## config.mk

```make
export PLATFORM = sky130hd
export DESIGN_NAME = pc_stack
export DESIGN_NICKNAME = d
export VERILOG_FILES = /design/src/rtl/pc_stack.sv
export SDC_FILE = /design/constraint.sdc
export NUM_CORES = 1
export LEC_CHECK = 0
export ABC_AREA = 1
export BUFFER_PORTS_ARGS = -buffer_cell sky130_fd_sc_hd__buf_4
export CAP_MARGIN = 20
export CORE_MARGIN = 3
export CORE_UTILIZATION = 30
export DETAILED_ROUTE_END_ITERATION = 10
export GPL_TIMING_DRIVEN = 0
export SYNTH_ARGS = -nofsm -noshare
export SYNTH_HDL_FRONTEND = slang
export SYNTH_SLANG_ARGS = --single-unit
```

## constraint.sdc

```tcl
create_clock -name clk -period 2 [get_ports clk]
set_clock_uncertainty 0.2 [all_clocks]
set_input_delay 0.3 -clock clk [delete_from_list [all_inputs] [get_ports clk]]
set_output_delay 0.3 -clock clk [all_outputs]
set_load 0.03 [all_outputs]
```

## src/rtl/pc_stack.sv

```systemverilog
`default_nettype none
// ============================================================================
//  Module   : pc_stack
//  Purpose  : NISC program counter with branches and a return-address stack.
//  Revision : 1.0 - initial release
// ============================================================================
module pc_stack #(
    parameter int Psize  = 4,
    parameter int Osize  = 4,
    parameter int Sdepth = 4
) (
    input  logic                         clk,
    input  logic                         reset,
    input  logic                         hold,
    input  logic [2:0]                   op,
    input  logic                         flag,
    input  logic [Psize-1:0]             target,
    input  logic [Osize-1:0]             offset,
    output logic [Psize-1:0]             out,
    output logic [$clog2(Sdepth+1)-1:0]  depth,
    output logic                         overflow,
    output logic                         underflow
);

    localparam int DW = $clog2(Sdepth + 1);
    localparam int IW = (Sdepth > 1) ? $clog2(Sdepth) : 1;

    localparam logic [2:0] c_op_inc    = 3'd0;
    localparam logic [2:0] c_op_jmp    = 3'd1;
    localparam logic [2:0] c_op_jrel   = 3'd2;
    localparam logic [2:0] c_op_brt    = 3'd3;
    localparam logic [2:0] c_op_brtrel = 3'd4;
    localparam logic [2:0] c_op_call   = 3'd5;
    localparam logic [2:0] c_op_ret    = 3'd6;

    localparam logic [DW-1:0] c_full = DW'(Sdepth);

    logic [Psize-1:0] out_q, out_d;
    logic [DW-1:0]    depth_q, depth_d;
    logic             overflow_q, overflow_d;
    logic             underflow_q, underflow_d;
    logic [Psize-1:0] stack_q [Sdepth];
    logic [Psize-1:0] stack_d [Sdepth];

    logic [Psize-1:0] pc_inc;
    logic [Psize-1:0] pc_rel;
    logic [IW-1:0]    push_idx;
    logic [IW-1:0]    pop_idx;

    // Offset is sign-extended by the size cast of a signed operand.
    assign pc_inc   = out_q + Psize'(1);
    assign pc_rel   = out_q + Psize'($signed(offset));
    assign push_idx = IW'(depth_q);
    assign pop_idx  = IW'(depth_q - DW'(1));

    always_comb begin
        out_d       = out_q;
        depth_d     = depth_q;
        overflow_d  = overflow_q;
        underflow_d = underflow_q;
        stack_d     = stack_q;
        if (!hold) begin
            out_d = pc_inc;
            case (op)
                c_op_jmp:    out_d = target;
                c_op_jrel:   out_d = pc_rel;
                c_op_brt:    if (flag) out_d = target;
                c_op_brtrel: if (flag) out_d = pc_rel;
                c_op_call: begin
                    if (depth_q != c_full) begin
                        stack_d[push_idx] = pc_inc;
                        depth_d           = depth_q + DW'(1);
                        out_d             = target;
                    end else begin
                        overflow_d = 1'b1;
                    end
                end
                c_op_ret: begin
                    if (depth_q != '0) begin
                        out_d   = stack_q[pop_idx];
                        depth_d = depth_q - DW'(1);
                    end else begin
                        underflow_d = 1'b1;
                    end
                end
                c_op_inc: ;
                default:  ;
            endcase
        end
    end

    always_ff @(posedge clk) begin
        if (reset) begin
            out_q       <= '0;
            depth_q     <= '0;
            overflow_q  <= 1'b0;
            underflow_q <= 1'b0;
        end else begin
            out_q       <= out_d;
            depth_q     <= depth_d;
            overflow_q  <= overflow_d;
            underflow_q <= underflow_d;
        end
    end

    // Stack entries carry no reset; depth alone defines which are valid.
    always_ff @(posedge clk) begin
        stack_q <= stack_d;
    end

    assign out       = out_q;
    assign depth     = depth_q;
    assign overflow  = overflow_q;
    assign underflow = underflow_q;

endmodule
`default_nettype wire
```

* Word-level counts from Yosys, hierarchy flattened
Index checks and enable logic that the tools add are counted.
Operators by class: eq/ne operators 9, mux-type cells 14, add/subtract/negate cells 4, bitwise gates (word level) 5, reduce and logical (&&, ||, !) cells 7, order comparisons 3
Operators with widths (count):
- $mux W4 | 7
- $pmux W4 S6 | 1
- $bwmux W16 | 1
- $eq A3 B3 Y1 const B | 3
- $reduce_and A3 Y1 | 3
- $bmux W4 S2 | 1
- $demux W4 S2 | 1
- $eq A3 B2 Y1 const B | 2
- $ge A3 B3 Y1 const B | 2
- $mux W3 | 2
- $not A2 Y3 | 2
- $pmux W3 S2 | 1
- $add A4 B1 Y4 const B | 1
- $add A4 B4 Y4 | 1
- $ne A2 B2 Y1 const B | 2
- $reduce_and A4 Y1 | 1
- $add A3 B1 Y3 const B | 1
- $eq A3 B1 Y1 const B | 1
- $lt A3 B1 Y1 const B | 1
- $ne A3 B3 Y1 const B | 1
- $not A1 Y1 | 3
- $reduce_bool A3 Y1 | 1
- $sub A3 B1 Y3 const B | 1
- $reduce_bool A2 Y1 | 1
- $logic_and A1 B1 Y1 | 1
Storage, ports and cells: bits in registers 25, output and inout bits 9

* Logic depth before layout (Yosys ltp)
Gate-level depths: netlist (run 1).
word-level depth 7, gate-level depth with buffers 14

* Worst setup path before layout (run 1)
Ideal clock, no wire load.
path kind register to register, start register depth_q[0], in the netlist depth[0], end register out_q[3], in the netlist out[3], slack -0.198 ns, cell stages (with the launch flop) 15, path buffers 2, data arrival time 1.889 ns, required time 1.691 ns, cell sequence dfxtp_1 buf_4 inv_2 buf_6 ha_1 inv_1 nand3_1 nand2_1 nand2_1 nand3_1 nand3_1 nor2_1 nand3_1 nand2_1 inv_1
On the way: cells in the longest elaborated chain, start to end 7
RTL lines:
- from (decl) | line 39 | logic [DW-1:0] depth_q, depth_d;
- from (signal assigned) | line 100 | depth_q <= depth_d;
- $sub A3 B1 Y3
- named net pop_idx[0] | line 48 | logic [IW-1:0] pop_idx;
- $not A2 Y3 (not written as such) | line 80 | out_d = stack_q[pop_idx];
- $bmux W4 S2 | line 80
- $mux W4 (not written as such) (2 in a row) | line 80
- $mux W4 | line 79 | if (depth_q != '0) begin
- $pmux W4 S6 | line 64 | case (op)
- to (signal assigned) | line 99 | out_q <= out_d;
- to (decl) | line 38 | logic [Psize-1:0] out_q, out_d;
The timed path passes the listed nets, and every way through them passes these cells. The select of a mux whose other input is x is not followed. A chain may end at the register's enable or synchronous reset.

* Final worst setup path (run 1)
start register depth_q[0], in the netlist depth[0], end register stack_q[6] (netlist bit) (enable)
On the way: cells in the longest elaborated chain, start to end 2
RTL lines:
- $ne A3 B3 Y1 | line 70 | if (depth_q != c_full) begin
- $reduce_and A3 Y1 (no source line)
- to (signal assigned) | line 108 | stack_q <= stack_d;
- to (decl) | line 42 | logic [Psize-1:0] stack_q [Sdepth];
Every way passes these cells.

==> summary.txt, run 1 <==
CTS
  • Clock Tree Buf Depth: 2
  • CTS Sinks: 25
  • Clk root buf: clkbuf_8
  • CTS tree: yes
  • Clk_lat worst skew: 260 ps
  • CTS H-Tree Depth: 1
  • Cts hold-fix bufs: 0
  • Worst-path clk slew: 80 ps
  • Total CTS buffers: 3

Pwr
  • Sw power: 0.0003407 W
  • Leak: 0.8655 nW
  • Sequential share of power: 0.504
  • PwrDens: 581.5 nW/µm²
  • Clock power frac: 0.254
  • VDD IR max: 0.0002523 V
  • Cell internal pwr: 0.0008176 W
  • Sw frac: 0.2941
  • Design Power: 0.001158 W
  • Combinational share of power: 0.242

Timing
  • Worst hold slack: 47.26 ps
  • Least-Margin Pin Slew: 450.3 ps
  • Post-Route Setup TNS: 0 ps
  • Tmin final: 1875 ps
  • Final Hold Fails: 0
  • Setup violations, final: 0
  • Final Slew Violations: 0
  • Max Freq: 533.3 MHz
  • Headroom to the max-slew limit: 0.6988
  • Period Utilization, post-route: 0.9375

Finish
  • Layout area overhead: 20.79%
  • Post-route cell area: 1992 µm²
  • Layout cells sized above 1: 0.2727
  • Fin cells: 301
  • Ant. Diodes: 0
  • Nets: 257

Synthesis
  • Syn. warnings: 0
  • Mapped Cells: 204
  • Top cells by count, synth: nand2_1 (43), inv_1 (25), nor2_1 (22), edfxtp_1 (16), o21ai_0 (15)
  • Register area share after synthesis: 0.4006
  • Main synth FF type: edfxtp_1
  • Post-synth top area share: 0.2914
  • Syn avg cell area: 8.084 µm²
  • Synthesized net count: 229
  • Top cells by area, synth: edfxtp_1 (29%), dfxtp_1 (11%), nand2_1 (9.8%), ha_1 (6.8%), inv_1 (5.7%)
  • Post-synth EDFFs: 16
  • Area leader, netlist: edfxtp_1
  • Netlist Area Pre-Place: 1649 µm²
  • Synth Register Bits: 25
  • Async SR Flop Fraction: 0
  • Cell with the most instances after synthesis: nand2_1
  • Synth cell types: 32

Setup path
  • Buf/Inv on CP: 2
  • CP delay by family, top: simple AND/OR/NAND/NOR gates
  • Arrival @ worst endpoint: 1610 ps
  • Slowest cell on crit path: dfxtp_4
  • Crit Path Max Fanout: 12
  • Crit path required time: 1730 ps
  • Max stage delay on crit path: 370 ps
  • CP Capture Type: flip-flop
  • Critical Path, Cell by Cell: inv_2, buf_6, ha_4, nand2_2, nand4_4, nor2_1
  • Critical path launch point type: flip-flop
  • Critical path class: flip-flop to flip-flop

Placement
  • DP Cell Count: 296
  • HPWL after DPL: 2.937 mm
  • RePlAce Congestion: 0.8728
  • Number of port buffers: 22
  • Placed inst area: 1919 µm²

Global route
  • Pin count of the biggest net entering global routing: 15
  • Via count of the first global-routing pass: 1324
  • Initial antenna violation count: 0
  • Global-route wire length before repair: 6.403 mm
  • GR Util All Layers: 0.1255
  • Total global routing overflow: 0

Floorplanning
  • Initial Utilization: 0.3168
  • Die Span Y: 80.14 µm
  • Core footprint: 5205 µm²
  • Die ar.: 6422 µm²
  • Rows: 26
  • Die Width: 80.14 µm
  • Top Ports: 24

Drt
  • Post-DR wirelength/cell: 12.27 µm
  • WL final: 3.693 mm
  • Final ANT Viol Nets: 0
  • Drt initial violations: 56
  • Via count: 1371
  • Drt first pass iters: 4
  • Routed vias/inst: 4.555
  • DRC: 0

Outcome
  • Status: complete, no violations

Run
  • # Max-Cap Violations: 0

Min path
  • Hold/Removal Path Class: input pin to flip-flop
-- worst register-to-register path, delay by kind of cell (launching register included) --
kind,cells,cell delay [ps]
flops,1,370
fa+ha+maj,1,170
buf+inv,2,180
simple gates,3,620
-- cell usage in the layout (no fill, tap or decap), types with 4 or more instances in the layout --
master / n
nor2_2: 4
buf_4: 24
ha_1: 8
dfxtp_1: 4
inv_1: 24
nand2_1: 43
o21ai_0: 15
nand3_1: 14
o21ai_2: 4
edfxtp_1: 16
nor2_1: 20
inv_2: 8
a21oi_1: 9
-- what timing repair did --
item | 4_1_cts | 5_1_grt
pin swaps | 0 | 1
gates resized for setup | 3 | 5
setup endpoints to repair | 18 | 13
endpoints found under the hold margin | 0 | 0
buffers inserted | 0 | 2
-- worst paths after layout --
| kind | startpoint | end | slack (ps) | depth (start not counted) |
|---|---|---|---|---|
| min | reset | depth[1] | 50 | 2 |
| min reg2reg | underflow | underflow | 270 | 2 |
| max | depth[0] | stack_q[6] | 120 | 6 |
| max reg2reg | depth[0] | stack_q[6] | 120 | 6 |
-- cell type report --
class,count,area [µm²]
fillers,554,3213
inverters,32,120.1
multi-input cells,144,863.3
well taps,70,87.58
repair buffers,24,180.2
clock buffers,3,41.29
clock inverters,1,5.005
plain buffers,2,22.52
flip-flops and latches,25,671.9
-- flip-flops by register name, indices dropped and copies added, names as in the netlist --
name	cells
out	4
depth	3
overflow	1
underflow	1
stack_q	16
-- cell families (layout without fill, tap and decap cells) --
family | after synthesis | count (layout) | share of synthesized area
AOI/OAI and AO/OA | 39 | 39 | 0.1442
xor gates and xnor gates | 3 | 3 | 0.01594
adders and majority gates | 10 | 10 | 0.08043
buffers and inverters | 35 | 62 | 0.09105
DFF | 25 | 25 | 0.4006
and+or+nand+nor | 92 | 92 | 0.2678
-- power groups by stage --
stage | registers (W) | logic (W) | clock network, W
2_1_floorplan | 0.000611 | 0.000166 | 0
3_3_place_gp | 0.000596 | 0.000272 | 0
3_5_place_dp | 0.000596 | 0.000275 | 0
4_1_cts | 0.000587 | 0.000273 | 0.000301
5_1_grt | 0.000588 | 0.000318 | 0.000320
6_report | 0.000584 | 0.000280 | 0.000294
-- through the flow --
step           utilization  worst slack [ps]
3_3_place_gp        0.3688            -97.11
2_1_floorplan            -             104.5
3_5_place_dp        0.3688            -123.5
5_1_grt             0.3827            -3.673
6_report            0.3827             124.9
4_1_cts             0.3772             12.65
-- per-layer routing --
metal | vias to the layer above | share of wire | global-route usage | routed length (µm)
li1 | 726 | - | - | -
met1 | 624 | 0.47 | 0.1708 | 1722
met2 | 19 | 0.50 | 0.2161 | 1860
met3 | 2 | 0.026 | 0.01009 | 95
met4 | 0 | 0.0038 | 0.02703 | 14
met5 | - | 0 | 0 | 0
Power figures use the tool's default switching activity.
==> run 2: changes to the inputs <==
--- a/config.mk
+++ b/config.mk
@@ -8,10 +8,13 @@
 export ABC_AREA = 1
 export BUFFER_PORTS_ARGS = -buffer_cell sky130_fd_sc_hd__buf_4
 export CAP_MARGIN = 20
+export CELL_PAD_IN_SITES_DETAIL_PLACEMENT = 1
+export CELL_PAD_IN_SITES_GLOBAL_PLACEMENT = 1
 export CORE_MARGIN = 3
 export CORE_UTILIZATION = 30
 export DETAILED_ROUTE_END_ITERATION = 10
 export GPL_TIMING_DRIVEN = 0
+export PLACE_DENSITY_LB_ADDON = 0.1
 export SYNTH_ARGS = -nofsm -noshare
 export SYNTH_HDL_FRONTEND = slang
 export SYNTH_SLANG_ARGS = --single-unit
==> summary.txt, run 2 (synthesized netlist as in run 1, its figures left out) <==
Finish
  • Layout area overhead: 23.07% (was 20.79%)
  • Fillers: 660 (was 554)
  • Multi-input logic area: 868.3 µm² (was 863.3 µm²)
  • Layout cells sized above 1: 0.2906 (was 0.2727)
  • Register area: 674.4 µm² (was 671.9 µm²)
  • Fin cells: 304 (was 301)
  • Most frequent cells in the layout: nand2_1 (43), buf_4 (27), inv_1 (24) (was nand2_1 (43), inv_1 (24), buf_4 (24))
  • Ant. Diodes: 0 (unchanged)
  • Largest reg by FF count: stack_q (unchanged)
  • Nets: 260 (was 257)
  • Commonest non-fill, non-tap cell in the layout: nand2_1 (unchanged)
  • Largest register FFs: 16 (unchanged)

Pwr
  • Clock power frac: 0.272 (was 0.254)
  • Sw frac: 0.3089 (was 0.2941)
  • Leak: 0.8744 nW (was 0.8655 nW)
  • PwrDens: 590.0 nW/µm² (was 581.5 nW/µm²)
  • Cell internal pwr: 0.0008276 W (was 0.0008176 W)
  • Combinational share of power: 0.239 (was 0.242)
  • VDD IR max: 0.0002814 V (was 0.0002523 V)
  • Sw power: 0.0003698 W (was 0.0003407 W)
  • Sequential share of power: 0.489 (was 0.504)

Setup path
  • Crit Path Max Fanout: 7 (was 12)
  • Critical path launch point type: flip-flop (unchanged)
  • R2R setup slack: 140 ps (was 120 ps)
  • Reg2reg end: out[3] (was stack_q[6])
  • Reg2Reg Depth: 13 (was 6)
  • Critical path class: flip-flop to flip-flop (unchanged)
  • Reg2reg start: depth[0] (unchanged)
  • Slowest cell on crit path: dfxtp_4 (unchanged)
  • Buf/Inv on CP: 4 (was 2)
  • Max stage delay on crit path: 380 ps (was 370 ps)
  • Most frequent CP cell: nand3_1
  • Critical Path, Cell by Cell: inv_2, buf_8, ha_4, inv_2, nand3_1, nand2_1, nand2_1, nand3_1, nand3_1, nor2_1, nand3_1, nand2_1, inv_1 (was inv_2, buf_6, ha_4, nand2_2, nand4_4, nor2_1)
  • Crit path required time: 1980 ps (was 1730 ps)
  • Arrival @ worst endpoint: 1840 ps (was 1610 ps)
  • CP delay by family, top: simple AND/OR/NAND/NOR gates (unchanged)
  • CP Capture Type: flip-flop (unchanged)

Placement
  • HPWL after DPL: 3.313 mm (was 2.937 mm)
  • DP Cell Count: 296 (unchanged)
  • Number of port buffers: 22 (unchanged)
  • Setup slack at placement: -177.9 ps (was -123.5 ps)
  • RePlAce Congestion: 0.7879 (was 0.8728)

Drt
  • Final ANT Viol Nets: 0 (unchanged)
  • Drt initial violations: 47 (was 56)
  • WL final: 4.166 mm (was 3.693 mm)
  • Drt first pass iters: 4 (unchanged)
  • DRC: 0 (unchanged)
  • Post-DR wirelength/cell: 13.70 µm (was 12.27 µm)
  • Routed vias/inst: 4.711 (was 4.555)
  • Via count: 1432 (was 1371)

Min path
  • Hold endpoint: depth[2] (was depth[1])
  • Hold/Removal Path Class: input pin to flip-flop (unchanged)
  • Min-Delay Path Depth: 2 (unchanged)
  • Worst min-delay path startpoint: reset (unchanged)

CTS
  • CTS tree: yes (unchanged)
  • CTS H-Tree Depth: 1 (unchanged)
  • Worst-path clk slew: 100 ps (was 80 ps)
  • Clk root buf: clkbuf_8 (unchanged)
  • Clock Tree Buf Depth: 2 (unchanged)
  • CTS Sinks: 25 (unchanged)
  • Total CTS buffers: 3 (unchanged)
  • Clk_lat worst skew: 270 ps (was 260 ps)

Outcome
  • Status: complete, no violations (unchanged)

Timing
  • Setup violations, final: 0 (unchanged)
  • Tmin final: 1856 ps (was 1875 ps)
  • Final Slew Violations: 0 (unchanged)
  • Period Utilization, post-route: 0.9279 (was 0.9375)
  • Post-Route Setup TNS: 0 ps (unchanged)
  • Headroom to the max-slew limit: 0.7862 (was 0.6988)
  • Final Hold Fails: 0 (unchanged)
  • RSZ-0062 raised after global routing: true
  • Least-Margin Pin Slew: 319.0 ps (was 450.3 ps)
  • PnR worst setup slack: 144.1 ps (was 124.9 ps)
  • Max Freq: 538.8 MHz (was 533.3 MHz)

Floorplanning
  • Die Span Y: 80.14 µm (unchanged)
  • Top Ports: 24 (unchanged)
  • Die Width: 80.14 µm (unchanged)
  • Core footprint: 5205 µm² (unchanged)
  • Rows: 26 (unchanged)
  • Initial Utilization: 0.3168 (unchanged)
  • Die ar.: 6422 µm² (unchanged)

Global route
  • Via count of the first global-routing pass: 1408 (was 1324)
  • Total global routing overflow: 0 (unchanged)
  • Global-route wire length before repair: 6.748 mm (was 6.403 mm)
  • Initial antenna violation count: 0 (unchanged)
  • Pin count of the biggest net entering global routing: 17 (was 15)
  • GR Util All Layers: 0.1350 (was 0.1255)

Run
  • # Max-Cap Violations: 0 (unchanged)
==> run 2: cell count changes in the layout (fill, tap and decap cells not counted), sizes merged <==
cell / previous run / this run
buf: 26 / 29
clkinv: 1 / 0
inv: 32 / 33
==> run 2: worst max-delay path by stage <==
stage | depth (start not counted) | start | end | slack (ps)
after floorplan | 5 | depth[1] | stack_q[0] | 100
after global placement | 7 | depth[0] | stack_q[2] | -150
after detailed placement | 7 | depth[0] | stack_q[2] | -180
after CTS | 13 | depth[0] | out[3] | 0.09
after global routing | 8 | out[0] | out[2] | -10
final | 13 | depth[0] | out[3] | 140
==> run 2: what timing repair did <==
action | in CTS | in global routing
hold buffers | 0 | 0
gates resized for setup | 5 | 7
pin swaps | 0 | 1
cloned | 0 | 0
setup buffers | 0 | 5
hold endpoints to repair | 0 | 0
setup endpoints to repair | 19 | 23
==> run 2: routing by layer <==
layer | up-vias | wire length [µm] | track usage
met5 | - | 0 | 0
met4 | 0 | 23 | 0.03041
met3 | 2 | 75 | 0.01009
met2 | 14 | 2098 | 0.2425
met1 | 686 | 1968 | 0.1751
li1 | 730 | - | -
==> run 2: through the flow <==
stage                     hold WS [ps]  instance area (µm²)  utilization   power, W
after floorplan                  169.1                 1667            -  0.0007774
after global placement           261.0                 1919       0.3688  0.0008730
after detailed placement         265.6                 1919       0.3688  0.0008751
after CTS                        28.94                 1972       0.3788   0.001197
after global routing             37.44                 2029       0.3899   0.001259
final                            26.11                 2029       0.3899   0.001197
==> run 2: final cells by class <==
type,count,share of cell area
Tap cell,70,0.04316
Inverter,32,0.05919
Multi-Input combinational cell,144,0.4279
Sequential cell,25,0.3323
Clock inverter,1,0.004316
Buffer,2,0.01295
Clock buffer,3,0.02035
Timing Repair Buffer,27,0.09988
==> run 2: power groups by stage <==
stage	Combinational [W]	Sequential, W	Clock, W
finish	0.000286	0.000586	0.000326
global route	0.000323	0.000588	0.000347
CTS	0.000276	0.000589	0.000332
detailed placement	0.000278	0.000597	0
global placement	0.000275	0.000598	0
floorplan	0.000166	0.000611	0
==> run 3: changes to the inputs <==
--- a/config.mk
+++ b/config.mk
@@ -15,6 +15,7 @@
 export DETAILED_ROUTE_END_ITERATION = 10
 export GPL_TIMING_DRIVEN = 0
 export PLACE_DENSITY_LB_ADDON = 0.1
+export SETUP_SLACK_MARGIN = 0.5
 export SYNTH_ARGS = -nofsm -noshare
 export SYNTH_HDL_FRONTEND = slang
 export SYNTH_SLANG_ARGS = --single-unit
==> summary.txt, run 3 (synthesized netlist as in run 1, its figures left out) <==
Timing
  • Final Slew Violations: 0 (unchanged)
  • Period Utilization, post-route: 0.9142 (was 0.9279)
  • Worst hold slack: 43.41 ps (was 26.11 ps)
  • Least-Margin Pin Slew: 361.0 ps (was 319.0 ps)
  • PnR worst setup slack: 171.6 ps (was 144.1 ps)
  • Headroom to the max-slew limit: 0.7591 (was 0.7862)
  • Final Hold Fails: 0 (unchanged)
  • Tmin final: 1828 ps (was 1856 ps)
  • Post-Route Setup TNS: 0 ps (unchanged)
  • RSZ-0062 raised after global routing: true (unchanged)
  • Setup violations, final: 0 (unchanged)
  • Max Freq: 546.9 MHz (was 538.8 MHz)

Setup path
  • Slowest cell on crit path: dfxtp_4 (unchanged)
  • Crit Path Max Fanout: 5 (was 7)
  • Crit path from: depth[0] (unchanged)
  • Critical path class: flip-flop to flip-flop (unchanged)
  • CP delay by family, top: simple AND/OR/NAND/NOR gates (unchanged)
  • Most frequent CP cell: nand3_2 (was nand3_1)
  • Arrival @ worst endpoint: 1800 ps (was 1840 ps)
  • Buf/Inv on CP: 4 (unchanged)
  • Max stage delay on crit path: 360 ps (was 380 ps)
  • Reg2reg start: depth[0] (unchanged)
  • CP Capture Type: flip-flop (unchanged)
  • Critical Path, Cell by Cell: buf_6, inv_4, buf_8, ha_4, nand3_2, nand2_2, nand2_2, nand3_2, nand3_2, nor2_1, nand3_1, nand2_1, inv_1 (was inv_2, buf_8, ha_4, inv_2, nand3_1, nand2_1, nand2_1, nand3_1, nand3_1, nor2_1, nand3_1, nand2_1, inv_1)
  • Critical path launch point type: flip-flop (unchanged)
  • Crit path required time: 1970 ps (was 1980 ps)

Placement
  • Number of port buffers: 22 (unchanged)
  • HPWL after DPL: 3.455 mm (was 3.313 mm)
  • RePlAce Congestion: 0.7797 (was 0.7879)
  • Setup slack at placement: -42.27 ps (was -177.9 ps)
  • Placed inst area: 1944 µm² (was 1919 µm²)

Finish
  • Fillers: 626 (was 660)
  • Layout cells sized above 1: 0.4132 (was 0.2906)
  • Most frequent cells in the layout: nand2_1 (39), buf_4 (30), inv_1 (24) (was nand2_1 (43), buf_4 (27), inv_1 (24))
  • Ant. Diodes: 0 (unchanged)
  • Largest reg by FF count: stack_q (unchanged)
  • Commonest non-fill, non-tap cell in the layout: nand2_1 (unchanged)
  • Nets: 268 (was 260)
  • Post-route cell area: 2267 µm² (was 2029 µm²)
  • Largest register FFs: 16 (unchanged)
  • Layout area overhead: 37.48% (was 23.07%)
  • Final core occ: 0.4356 (was 0.3899)

Run
  • # Max-Cap Violations: 0 (unchanged)

Drt
  • DRC: 0 (unchanged)
  • WL final: 4.624 mm (was 4.166 mm)
  • Drt initial violations: 65 (was 47)
  • Drt first pass iters: 4 (unchanged)
  • Routed vias/inst: 4.712 (was 4.711)
  • Via count: 1470 (was 1432)
  • Final ANT Viol Nets: 0 (unchanged)
  • Post-DR wirelength/cell: 14.82 µm (was 13.70 µm)

Floorplanning
  • Rows: 26 (unchanged)
  • Core footprint: 5205 µm² (unchanged)
  • Die ar.: 6422 µm² (unchanged)
  • Top Ports: 24 (unchanged)
  • Die Span Y: 80.14 µm (unchanged)
  • Die Width: 80.14 µm (unchanged)
  • Initial Utilization: 0.3168 (unchanged)

CTS
  • Clock Tree Buf Depth: 2 (unchanged)
  • CTS tree: yes (unchanged)
  • Clk root buf: clkbuf_8 (unchanged)
  • Clk_lat worst skew: 260 ps (was 270 ps)
  • Total CTS buffers: 3 (unchanged)
  • Worst-path clk slew: 90 ps (was 100 ps)
  • CTS H-Tree Depth: 1 (unchanged)
  • CTS Sinks: 25 (unchanged)

Min path
  • Hold/Removal Path Class: input pin to flip-flop (unchanged)
  • Worst min-delay path startpoint: reset (unchanged)

Pwr
  • VDD IR max: 0.0003184 V (was 0.0002814 V)
  • PwrDens: 549.4 nW/µm² (was 590.0 nW/µm²)
  • Leak: 0.9573 nW (was 0.8744 nW)

Global route
  • Pin count of the biggest net entering global routing: 16 (was 17)
  • Global-route wire length before repair: 7.362 mm (was 6.748 mm)
  • Initial antenna violation count: 0 (unchanged)
  • Via count of the first global-routing pass: 1460 (was 1408)
  • Total global routing overflow: 0 (unchanged)
  • GR Util All Layers: 0.1508 (was 0.1350)

Outcome
  • Status: complete, no violations (unchanged)
[run 3: worst reg2reg max path: stages (launching register included)]
cell and delay, ps:
dfxtp_4 360, buf_6 90, inv_4 30, buf_8 110, ha_4 320, nand3_2 80, nand2_2 100, nand2_2 50
nand3_2 60, nand3_2 60, nor2_1 90, nand3_1 70, nand2_1 70, inv_1 40
[run 3: worst paths after layout]
path	to	slack [ps]	depth (start not counted)
setup / recovery	out[3]	170	13
setup reg to reg	out[3]	170	13
hold reg to reg	overflow	290	2
hold / removal	depth[1]	40	2
[run 3: where the power goes]
group          leakage (nW)  internal [W]  switching [W]
logic                 0.714      0.000152       0.000205
clock network        0.0217      0.000141       0.000164
registers             0.222      0.000568      0.0000170
[run 3: metal layers]
metal  global-route usage  share of wire  vias to the layer above
li1                     -              -                      743
met1               0.2029           0.47                      705
met2               0.2674           0.50                       20
met3              0.01345          0.019                        2
met4              0.02027         0.0067                        0
met5                    0              0                        -
[run 3: layout make-up]
| class | instances | area (µm²) | share of cell area |
|---|---|---|---|
| clock inverter | 1 | 7.507 | 0.003311 |
| timing repair buffer | 34 | 279.0 | 0.1231 |
| multi-input combinational | 144 | 1013 | 0.4470 |
| clock buffer | 3 | 41.29 | 0.01821 |
| tap | 70 | 87.58 | 0.03863 |
| sequential | 25 | 675.6 | 0.2980 |
| inverter | 32 | 125.1 | 0.05519 |
| buffer | 3 | 37.54 | 0.01656 |
[run 3: what timing repair did]
action                                  in CTS  in global routing
hold endpoints to repair                     0                  0
buffers inserted                            10                  2
gates resized for setup                     23                 21
endpoints found under the setup margin      25                 34
hold buffers                                 0                  0
pin swaps                                   15                 15
[run 3: per-stage QoR]
step | cells | total power [W]
3_5_place_dp | 296 | 0.0008851
6_report | 312 | 0.001246
4_1_cts | 310 | 0.001224
2_1_floorplan | 204 | 0.0007819
3_3_place_gp | 296 | 0.0008803
5_1_grt | 312 | 0.001318
